<file path="src/rtl/addr8s_redundant_sched.sv">
// Round-robin scheduler sharing one external 8-bit signed adder between N_REQ requesters.
// Each sum is computed twice (A+B, then B+A) and compared; mismatching pairs are retried.
module addr8s_redundant_sched #(
  parameter int unsigned N_REQ     = 4,
  parameter int unsigned MAX_RETRY = 2,
  parameter int unsigned ID_W      = 2
) (
  input  logic                 clk,
  input  logic                 rst_n,
  input  logic [N_REQ-1:0]     req_valid,
  output logic [N_REQ-1:0]     req_ready,
  input  logic [8*N_REQ-1:0]   req_a,
  input  logic [8*N_REQ-1:0]   req_b,
  output logic                 rsp_valid,
  input  logic                 rsp_ready,
  output logic [ID_W-1:0]      rsp_id,
  output logic [8:0]           rsp_sum,
  output logic                 rsp_err,
  output logic [7:0]           add_a,
  output logic [7:0]           add_b,
  input  logic [8:0]           add_o,
  output logic                 busy,
  output logic [7:0]           err_cnt
);

  typedef enum logic [2:0] {IDLE, RUN1, RUN2, CHECK, RESP} state_t;

  state_t          state_q;
  logic [ID_W-1:0] rr_ptr_q;
  logic [ID_W-1:0] id_q;
  logic [7:0]      a_q;
  logic [7:0]      b_q;
  logic [8:0]      r1_q;
  logic [8:0]      r2_q;
  logic [2:0]      retry_q;
  logic [7:0]      err_cnt_q;
  logic [7:0]      add_a_q;
  logic [7:0]      add_b_q;
  logic            rsp_valid_q;
  logic [ID_W-1:0] rsp_id_q;
  logic [8:0]      rsp_sum_q;
  logic            rsp_err_q;

  logic            grant_vld;
  logic [ID_W-1:0] grant_id;
  logic [ID_W:0]   scan;
  logic [ID_W-1:0] nxt_ptr;
  logic [7:0]      g_a;
  logic [7:0]      g_b;

  // Search upward from rr_ptr, wrapping modulo N_REQ (N_REQ need not be a power of two).
  always_comb begin
    grant_vld = 1'b0;
    grant_id  = '0;
    scan      = '0;
    for (int unsigned k = 0; k < N_REQ; k++) begin
      scan = {1'b0, rr_ptr_q} + (ID_W+1)'(k);
      if (scan >= (ID_W+1)'(N_REQ)) begin
        scan = scan - (ID_W+1)'(N_REQ);
      end
      if (!grant_vld && req_valid[scan[ID_W-1:0]]) begin
        grant_vld = 1'b1;
        grant_id  = scan[ID_W-1:0];
      end
    end
  end

  always_comb begin
    g_a = '0;
    g_b = '0;
    for (int unsigned k = 0; k < N_REQ; k++) begin
      if (ID_W'(k) == grant_id) begin
        g_a = req_a[8*k +: 8];
        g_b = req_b[8*k +: 8];
      end
    end
  end

  always_comb begin
    nxt_ptr = (grant_id == ID_W'(N_REQ-1)) ? '0 : grant_id + ID_W'(1);
  end

  always_comb begin
    req_ready = '0;
    if (rst_n && (state_q == IDLE) && grant_vld) begin
      req_ready[grant_id] = 1'b1;
    end
  end

  always_ff @(posedge clk) begin
    if (!rst_n) begin
      state_q     <= IDLE;
      rr_ptr_q    <= '0;
      id_q        <= '0;
      a_q         <= '0;
      b_q         <= '0;
      r1_q        <= '0;
      r2_q        <= '0;
      retry_q     <= '0;
      err_cnt_q   <= '0;
      add_a_q     <= '0;
      add_b_q     <= '0;
      rsp_valid_q <= 1'b0;
      rsp_id_q    <= '0;
      rsp_sum_q   <= '0;
      rsp_err_q   <= 1'b0;
    end else begin
      case (state_q)
        IDLE: begin
          if (grant_vld) begin
            a_q      <= g_a;
            b_q      <= g_b;
            id_q     <= grant_id;
            retry_q  <= '0;
            rr_ptr_q <= nxt_ptr;
            add_a_q  <= g_a;
            add_b_q  <= g_b;
            state_q  <= RUN1;
          end
        end
        RUN1: begin
          r1_q    <= add_o;
          add_a_q <= b_q;
          add_b_q <= a_q;
          state_q <= RUN2;
        end
        RUN2: begin
          r2_q    <= add_o;
          add_a_q <= '0;
          add_b_q <= '0;
          state_q <= CHECK;
        end
        CHECK: begin
          if (r1_q == r2_q) begin
            rsp_valid_q <= 1'b1;
            rsp_id_q    <= id_q;
            rsp_sum_q   <= r1_q;
            rsp_err_q   <= 1'b0;
            state_q     <= RESP;
          end else if (retry_q < 3'(MAX_RETRY)) begin
            retry_q <= retry_q + 3'd1;
            add_a_q <= a_q;
            add_b_q <= b_q;
            state_q <= RUN1;
          end else begin
            rsp_valid_q <= 1'b1;
            rsp_id_q    <= id_q;
            rsp_sum_q   <= r1_q;
            rsp_err_q   <= 1'b1;
            if (err_cnt_q != 8'hFF) begin
              err_cnt_q <= err_cnt_q + 8'd1;
            end
            state_q <= RESP;
          end
        end
        RESP: begin
          if (rsp_ready) begin
            rsp_valid_q <= 1'b0;
            state_q     <= IDLE;
          end
        end
        default: state_q <= IDLE;
      endcase
    end
  end

  assign rsp_valid = rsp_valid_q;
  assign rsp_id    = rsp_id_q;
  assign rsp_sum   = rsp_sum_q;
  assign rsp_err   = rsp_err_q;
  assign add_a     = add_a_q;
  assign add_b     = add_b_q;
  assign err_cnt   = err_cnt_q;
  assign busy      = (state_q != IDLE);

endmodule

</file>
<file path="config.mk">
export PLATFORM = sky130hd
export DESIGN_NAME = addr8s_redundant_sched
export DESIGN_NICKNAME = d
export VERILOG_FILES = /design/src/rtl/addr8s_redundant_sched.sv
export SDC_FILE = /design/constraint.sdc
export NUM_CORES = 1
export LEC_CHECK = 0
export ABC_AREA = 0
export BUFFER_PORTS_ARGS = -buffer_cell sky130_fd_sc_hd__buf_2
export CORE_MARGIN = 5
export CORE_UTILIZATION = 30
export DETAILED_ROUTE_END_ITERATION = 10
export GPL_ROUTABILITY_DRIVEN = 0
export SYNTH_ARGS = -nofsm -noshare
export SYNTH_HDL_FRONTEND = slang
export SYNTH_SLANG_ARGS = --single-unit
</file>
<file path="constraint.sdc">
create_clock -name clk -period 3.7 [get_ports clk]
set_clock_uncertainty 0.1 [all_clocks]
set_input_delay 0.37 -clock clk [delete_from_list [all_inputs] [get_ports clk]]
set_output_delay 0.37 -clock clk [all_outputs]
set_load 0.005 [all_outputs]
</file>
# --- After elaboration in Yosys (flattened, before gate mapping) ---
# Index checks and enable logic that the tools add are counted.
totals:
  mem_bits_rw: 0
  reg_bits: 81
  word_cells: 134
  latch_bits: 0
  n_memories: 0
  romBits: 0
  out_inout_bits: 42
  input_bits: 80
classes:
  n_mul: 0
  n_mux: 58
  div_mod_pow: 0
  eq_ne: 16
  bitwise: 2
  n_lt_le_gt_ge: 11
  reduce_logical: 22
  n_addsub: 10
  n_shift: 0
ops:
  columns: ["op", "n"]
  rows:
  - ["$mux 8", 14]
  - ["$pmux 8 s4", 2]
  - ["$mux 2", 11]
  - ["$mux 3", 7]
  - ["$mux 9", 2]
  - ["$lt 2x3->1 const B", 5]
  - ["$pmux 3 s5", 1]
  - ["$mux 1", 13]
  - ["$reduce_and 4->1", 3]
  - ["$ne 2x2->1 const B", 5]
  - ["$eq 9x9->1", 1]
  - ["$ge 3x3->1 const B", 3]
  - ["$add 8x1->8 const B", 1]
  - ["$bmux 1 s2", 4]
  - ["$ne 8x8->1 const B", 1]
  - ["$sub 2x1->2 const B", 4]
  - ["$add 2x2->3 const B", 2]
  - ["$eq 3x2->1 const B", 2]
  - ["$logic_and 1x1->1", 6]
  - ["$pmux 3 s2", 1]
  - ["$reduce_and 2->1", 3]
  - ["$eq 2x2->1 const A", 2]
  - ["$mux 4", 1]
  - ["$reduce_bool 2->1", 2]
  - ["other kinds (20)", 23]

# --- Longest topological paths before layout ---
# Gate-level depths: netlist (run 1).
depth:
  ltp_word: 21
  depth_mapped: 12
  depth_no_buf: 10

# --- Worst setup path before layout (run 1) ---
# Ideal clock, no wire load.
synth_path:
  path_type: "flip-flop to flip-flop"
  from: "register rr_ptr_q[1]"
  to: "register add_a_q[1] (netlist: add_a[1])"
  t_arrival_ns: 2.337
  path_slack_ns: 1.123
  setup_time_ns: 0.140
  synth_period_minus_slack_ns: 2.577
  path_stages_with_launch: 13
  path_cell_list: "dfxtp_1 -> mux2i_1 -> nor2_1 -> or3_1 -> inv_1 -> ha_1 -> buf_2 -> nor2b_2 -> buf_2 -> a221o_1 -> a22oi_1 -> o22a_1 -> a211oi_2"
synth_via:
  elab_chain_len: 21
  elab_cells_between_ends: 49
synth_lines:
  columns: ["element", "line", "text"]
  rows:
  - ["start, declared", "29", "logic [ID_W-1:0] rr_ptr_q;"]
  - ["start signal, assigned", "115", "rr_ptr_q <= nxt_ptr;"]
  - ["parallel branches: the longest is 13 deep, another holds $add 2x1->3", null, null]
  - ["$mux 2 (*)", "61", "if (!grant_vld && req_valid[scan[ID_W-1:0]]) begin"]
  - ["via grant_id[0]", "45", "logic [ID_W-1:0] grant_id;"]
  - ["$logic_not 2->1", "72", "if (ID_W'(k) == grant_id) begin"]
  - ["$mux 8 (3 in a row)", "72", null]
  - ["$mux 8 (*)", "72", null]
  - ["$mux 8 (*)", "110", "if (grant_vld) begin"]
  - ["$pmux 8 s4 (*)", "108", "case (state_q)"]
  - ["end signal, assigned", "116", "add_a_q <= g_a;"]
  - ["end signal, assigned", "123", "add_a_q <= b_q;"]
  - ["end signal, assigned", "142", "add_a_q <= a_q;"]
  - ["end, declared", "37", "logic [7:0] add_a_q;"]
# Mark *: on every way through the listed nets, which the timed path passes. The select of a mux whose other input is x is not followed.
# A chain may end at the register's enable or synchronous reset.

# --- Worst setup path in the final report (run 1) ---
layout_path:
  from: "register rr_ptr_q[1]"
  to: "register add_b_q[1] (netlist: add_b[1])"
layout_via:
  elab_chain_len: 21
  elab_cells_between_ends: 49
layout_lines:
  columns: ["element", "line", "text"]
  rows:
  - ["parallel branches: the longest is 21 deep, another holds $add 2x1->3", null, null]
  - ["end signal, assigned", "117", "add_b_q <= g_b;"]
  - ["end signal, assigned", "124", "add_b_q <= a_q;"]
  - ["end signal, assigned", "143", "add_b_q <= b_q;"]
  - ["end, declared", "38", "logic [7:0] add_b_q;"]
# Several ways; the timed one is not identified. The select of a mux whose other input is x is not followed.

==> flow_summary.toml, run 1 <==
[outcome]
status = "finished clean"

[clock_network]
cts_buffers = 9
path_clk_slew_ps = 60
h-tree-depth = 3
hold_buffers = 0
clockRootBuffer = "clkbuf_16"
cts_sinks = 81
cts_buffer_depth = 2
clock_latency_ps = 330
cts_resized = 0
cts_tree = "built"
cts_setup_buffers = 0

[critical_path]
r2r_setup_slack_ps = 680
cp-startpoint = "rr_ptr_q[1]"
setup.worst_path.start_class = "register"
r2r_cells = 8
r2r-start = "rr_ptr_q[1]"
crit_fanout = 33
critical_path.endpoint = "add_b[1]"
worstPathArrival_ps = 3080
worst_ep_required_time_ps = 3760
reg2reg_to = "add_b[1]"
cp-end-kind = "register"
path_class = "reg -> reg"

[finish]
nNetsFinal = 673
area_delta_synth_final_pct = 24.1
final_cells = 771
final.fill_count = 1385
layout-drive-gt1-share = 0.286
insertedDiodeCount = 0

[timing]
rsz0062_at_grt = "no"
fmax_ghz = 0.331
whs_ps = 185
setup_violations = 0
drv_slew = 0
final.period_utilization = 0.817
worstMarginPinSlew_ps = 1130
min_period_ps = 3020
hold_viol = 0
slew-limit-headroom = 0.249
finalSetupTns_ps = 0

[synth]
synth_top_area_share = 0.380
syn-num-nets = 575
synth-edff-count = 0
synth_area_leaders = "dfxtp_1, mux2i_1, a21oi_1"
synth_area_leader_cell = "dfxtp_1"
synth_ff_type = "dfxtp_1"
yosys-top-cells-count = "dfxtp_1, a21oi_1, nand2_1, mux2i_1, nor2_1"
synth.distinct_cells = 48
synthArstFlopShare = 0
synthCells = 489
synth.most_common_cell = "dfxtp_1"
syn_area_mm2 = 0.00427
ys_seq_area_frac = 0.380
yosys_warnings = 0
syn_avg_cell_area_um2 = 8.72
ys_ff_latch = 81

[global_route]
grt_usage = 0.152
grt_pass1_wl_um = 20400
grt_pass1_vias = 3976
gr-total-overflow = 0
grt_max_degree = 60
antenna_found_initial = 0

[job]
drv_cap = 0

[worst_hold_path]
hold_path_class = "in -> reg"

[placement]
placed_cells = 756
port_buffers = 121
dp_hpwl_um = 9360

[route]
route.vias.total = 3937
routed_wl_um = 12700
ant_nets = 0
drc = 0
viasPerCell = 5.11
first_iter_violations = 243
routedWlPerCell_um = 16.4
firstDrtPassIters = 4

[power_and_ir_drop]
total_leakage_power_nw = 2.33
ir_worst_vdd_uv = 243
p_per_area_mw_per_mm2 = 548

[die]
core_area_mm2 = 0.0139
initial_utilization = 0.306
die_height_um = 129
boundaryPins = 122
die-area_mm2 = 0.0167
die_w_um = 129
fp-row-count = 43
## worst min-delay path by stage
| stage | from | to | slack (ps) | cells past startpoint |
|---|---|---|---|---|
| 2_1_floorplan | id_q[0] | rsp_id[0] | 330 | 2 |
| 3_3_place_gp | rsp_sum[6] | rsp_sum[6] | 340 | 2 |
| 3_5_place_dp | rsp_id[0] | rsp_id[0] | 350 | 2 |
| 4_1_cts | add_o[3] | r2_q[3] | 180 | 3 |
| 5_1_grt | add_o[7] | r1_q[7] | 190 | 3 |
| 6_report | add_o[3] | r2_q[3] | 190 | 3 |
## metrics by stage
step	utilization	area (um2)	worst slack, ps	power (mW)
after floorplan	-	4270	1120	1.66
after global placement	0.356	4960	694	1.91
after detailed placement	0.356	4960	689	1.93
after CTS	0.380	5300	680	2.93
after global routing	0.380	5300	483	3.07
final	0.380	5300	676	2.90
## power by group
part           switching, mW  internal (mW)  total (mW)  leakage [nW]
clock                  0.343          0.653       0.995         0.161
sequential            0.0842          0.984        1.07         0.662
combinational          0.464          0.375       0.839          1.50
total                  0.891           2.01        2.90          2.33
## critical path: stages (launching register included)
cell and delay [ps]:
dfxtp_1 430, mux2i_1 220, nor2_1 50, or3_1 470, ha_1 600, a221o_1 420
a22oi_1 310, o22a_1 190, a211oi_1 60
## per-layer routing
layer | share of wire | GRT usage | vias up
met1 | 0.46 | 0.200 | 1877
met2 | 0.49 | 0.248 | 78
met4 | 0.015 | 0.0556 | 0
li1 | - | - | 1969
met3 | 0.039 | 0.0317 | 13
met5 | 0 | 0 | -
## cells in the final DEF, fill, tap and decap left out, types with 2 or more instances in the layout
cell type / synthesis / routed
a22oi_1: 16 / 16
bufinv_16: 0 / 3
a31o_2: 2 / 2
clkinv_2: 0 / 2
nor3b_1: 2 / 2
ha_1: 6 / 6
a211oi_2: 10 / 10
nand2_1: 46 / 46
nor3_1: 2 / 2
and3_1: 6 / 6
nand3b_1: 2 / 2
clkbuf_16: 0 / 9
a21oi_1: 50 / 50
mux2i_1: 42 / 42
a221o_1: 15 / 15
and3b_1: 2 / 2
xor2_1: 9 / 9
nand2b_1: 5 / 5
nand3_1: 6 / 6
buf_2: 13 / 121
o22ai_1: 3 / 3
nor2_1: 39 / 38
o22a_1: 16 / 16
a211oi_1: 22 / 22
a31oi_1: 2 / 2
or3_1: 2 / 2
nand4_1: 4 / 4
inv_1: 22 / 21
o21ai_0: 13 / 13
buf_4: 3 / 11
and2_1: 2 / 2
dfxtp_1: 81 / 81
xnor2_1: 2 / 2
## registers in the layout, summed over array words and instances, names as in the netlist
name / cells
rsp_sum: 9
rr_ptr_q: 2
state_q: 3
retry_q: 3
rsp_err: 1
rsp_id: 2
rsp_valid: 1
add_a: 8
err_cnt: 8
r2_q: 9
b_q: 8
a_q: 8
r1_q: 9
id_q: 2
add_b: 8
## final cells by class
type / instances / area, um2 / area share
Sequential cell: 81 / 1620 / 0.306
Multi-Input combinational cell: 341 / 2340 / 0.443
Inverter: 22 / 82.6 / 0.0156
Tap cell: 180 / 225 / 0.0425
Timing Repair Buffer: 132 / 688 / 0.130
Clock inverter: 6 / 108 / 0.0203
Clock buffer: 9 / 225 / 0.0425
## cell families (layout without fill, tap and decap cells)
group | Yosys count | in the layout | synth area share
AO/OA/AOI/OAI | 157 | 157 | 0.267
AND/OR/NAND/NOR | 125 | 125 | 0.143
flip-flops | 81 | 81 | 0.380
buffers and inverters | 67 | 169 | 0.0707
multiplexers | 42 | 42 | 0.0986
XOR/XNOR | 11 | 11 | 0.0226
adder cells (fa/ha/maj) | 6 | 6 | 0.0176
Note: power is estimated with default switching activity, not from simulation.
==> run 2: changes to the inputs <==
--- a/config.mk
+++ b/config.mk
@@ -5,7 +5,7 @@
 export SDC_FILE = /design/constraint.sdc
 export NUM_CORES = 1
 export LEC_CHECK = 0
-export ABC_AREA = 0
+export ABC_AREA = 1
 export BUFFER_PORTS_ARGS = -buffer_cell sky130_fd_sc_hd__buf_2
 export CORE_MARGIN = 5
 export CORE_UTILIZATION = 30
==> constraint.sdc (replaced) <==
create_clock -name clk -period 2.4 [get_ports clk]
set_clock_uncertainty 0.1 [all_clocks]
set_input_delay 0.24 -clock clk [delete_from_list [all_inputs] [get_ports clk]]
set_output_delay 0.24 -clock clk [all_outputs]
set_load 0.005 [all_outputs]
==> flow_summary.toml, run 2 <==
[finish]
nNetsFinal = 901
seq_area_mm2 = 0.00162
final_cell_mix = "nand2_1, buf_2, dfxtp_1, nor2_1, a21oi_1"
insertedDiodeCount = 0
final.fill_count = 1474
area_delta_synth_final_pct = 43.9
final_common_cell = "nand2_1"
multi_input_area_mm2 = 0.00259
layout-drive-gt1-share = 0.368

[synth]
synth-edff-count = 0
synthArstFlopShare = 0
ys_ff_latch = 81
synth_area_leader_cell = "dfxtp_1"
yosys-top-cells-count = "nand2_1, o21ai_0, dfxtp_1, a21oi_1, nor2_1"
synth.most_common_cell = "nand2_1"
syn_avg_cell_area_um2 = 6.62
synthCells = 654
ys_seq_area_frac = 0.375
yosys_warnings = 0
syn_area_mm2 = 0.00433
synth_area_leaders = "dfxtp_1, nand2_1, o21ai_0"
synth_top_area_share = 0.375
synth_ff_type = "dfxtp_1"
synth.distinct_cells = 33
syn-num-nets = 740

[timing]
slew-limit-headroom = 0.718
rsz0062_at_grt = "yes"
worstMarginPinSlew_ps = 422
whs_ps = 42.1
min_period_ps = 2620
setup_violations = 28
fmax_ghz = 0.382
hold_viol = 0
drv_slew = 0
fin_ws_ps = -215
final.period_utilization = 1.09

[placement]
preCtsSetupSlack_ps = -291
port_buffers = 121
dp_hpwl_um = 9660

[global_route]
grt_pass1_vias = 4420
grt_max_degree = 33
grt_pass1_wl_um = 21300
gr-total-overflow = 0
antenna_found_initial = 0
grt_usage = 0.156

[route]
met2_wirelength_um = 6350
firstDrtPassIters = 5
first_iter_violations = 248
routedWlPerCell_um = 13.4
wl_met1_um = 5680
ant_nets = 0
top_layer = "met4"
viasPerCell = 4.74
drc = 0
wl_met3_um = 1110
route.vias.total = 4757
routed_wl_um = 13500

[worst_hold_path]
hold_path_class = "in -> reg"

[clock_network]
path_clk_slew_ps = 70
hold_buffers = 0
cts_buffer_depth = 2
cts_buffers = 9
clock_latency_ps = 330
cts_tree = "built"
clockRootBuffer = "clkbuf_16"
cts_sinks = 81
h-tree-depth = 3

[critical_path]
path_class = "reg -> out"
setup.worst_path.start_class = "register"
cp-end-kind = "primary output"
crit_fanout = 7
worstPathArrival_ps = 2280
worst_ep_required_time_ps = 2060

[die]
boundaryPins = 122
die-area_mm2 = 0.0169
core_area_mm2 = 0.0144
die_height_um = 130
die_w_um = 130
initial_utilization = 0.301
fp-row-count = 44

[power_and_ir_drop]
total_leakage_power_nw = 2.88
ir_worst_vdd_uv = 687
p_per_area_mw_per_mm2 = 1750

[outcome]
violations = "negative setup slack"
status = "complete, but fails checks"

[job]
drv_cap = 0
==> run 2: cell types whose count changed after synthesis, sizes merged, moves of 12 or more <==
cell and delta:
nand2 +124, inv +39, mux2i -42, nand3 +12
a21oi +19, o21ai +84, o22a -16, nor2 +31
a211oi -31, a221o -15
==> run 2: critical path: stages, from the launching register on <==
cell and delay (ps):
dfxtp_2 350, buf_6 120, inv_8 40, nand2_2 50
nand2_2 60, nand2_2 70, nand2_2 60, nor2_4 150
nand2_2 80, nand3_2 70, nand2_2 50, inv_2 70
nand2_4 60, buf_6 120, ha_4 170, buf_6 120
buf_12 120, inv_2 30, nor2_1 20, buf_2 120
==> run 2: repair_timing <==
item / in CTS / in global routing
setup endpoints to repair: 36 / 36
resized for setup: 89 / 40
pin swaps: 56 / 42
gates cloned: 3 / 1
setup buffers: 19 / 4
==> run 2: stage by stage <==
| stage | instances | TNS (ps) | cell area, um2 | util | total power [mW] |
|---|---|---|---|---|---|
| after global placement | 962 | -3810 | 5320 | 0.370 | 7.02 |
| after floorplan | 654 | -37.5 | 4400 | - | 5.44 |
| after CTS | 1000 | -4180 | 6050 | 0.421 | 10.3 |
| after global routing | 1004 | -9970 | 6230 | 0.434 | 11.8 |
| final | 1004 | -3320 | 6230 | 0.434 | 10.9 |
| after detailed placement | 962 | -5360 | 5320 | 0.370 | 7.05 |
==> run 2: worst paths after layout <==
check / from / to / slack [ps] / cells past startpoint
setup / recovery: rr_ptr_q[0] / req_ready[0] / -220 / 19
hold / removal: add_o[1] / r2_q[1] / 40 / 3
setup reg to reg: rr_ptr_q[0] / add_b[4] / -180 / 25
hold reg to reg: r2_q[6] / r2_q[6] / 370 / 2
==> run 2: layer usage <==
| layer | global-route usage | up-vias |
|---|---|---|
| met2 | 0.259 | 159 |
| met1 | 0.197 | 2119 |
| li1 | - | 2459 |
| met5 | 0 | - |
| met3 | 0.0418 | 20 |
| met4 | 0.0483 | 0 |
==> run 2: cell families after synthesis <==
| family | after synthesis | synth area share |
|---|---|---|
| xor+xnor | 11 | 0.0223 |
| compound gates | 187 | 0.228 |
| flops | 81 | 0.375 |
| fa+ha+maj | 6 | 0.0173 |
| buf+inv | 98 | 0.0997 |
| simple gates | 271 | 0.258 |
==> run 2: final cells by class <==
| class | count | area share |
|---|---|---|
| multi-input cells | 475 | 0.416 |
| flip-flops and latches | 81 | 0.260 |
| repair buffers | 186 | 0.200 |
| inverters | 62 | 0.0402 |
| clock buffers | 10 | 0.0384 |
| well taps | 184 | 0.0370 |
| clock inverters | 6 | 0.00763 |
==> run 2: power breakdown <==
| group | internal [mW] | switching [mW] | leakage, nW | total [mW] |
|---|---|---|---|---|
| clock network | 0.740 | 0.570 | 0.140 | 1.31 |
| logic | 3.64 | 4.14 | 2.08 | 7.78 |
| registers | 1.65 | 0.180 | 0.664 | 1.83 |
| total | 6.03 | 4.89 | 2.88 | 10.9 |
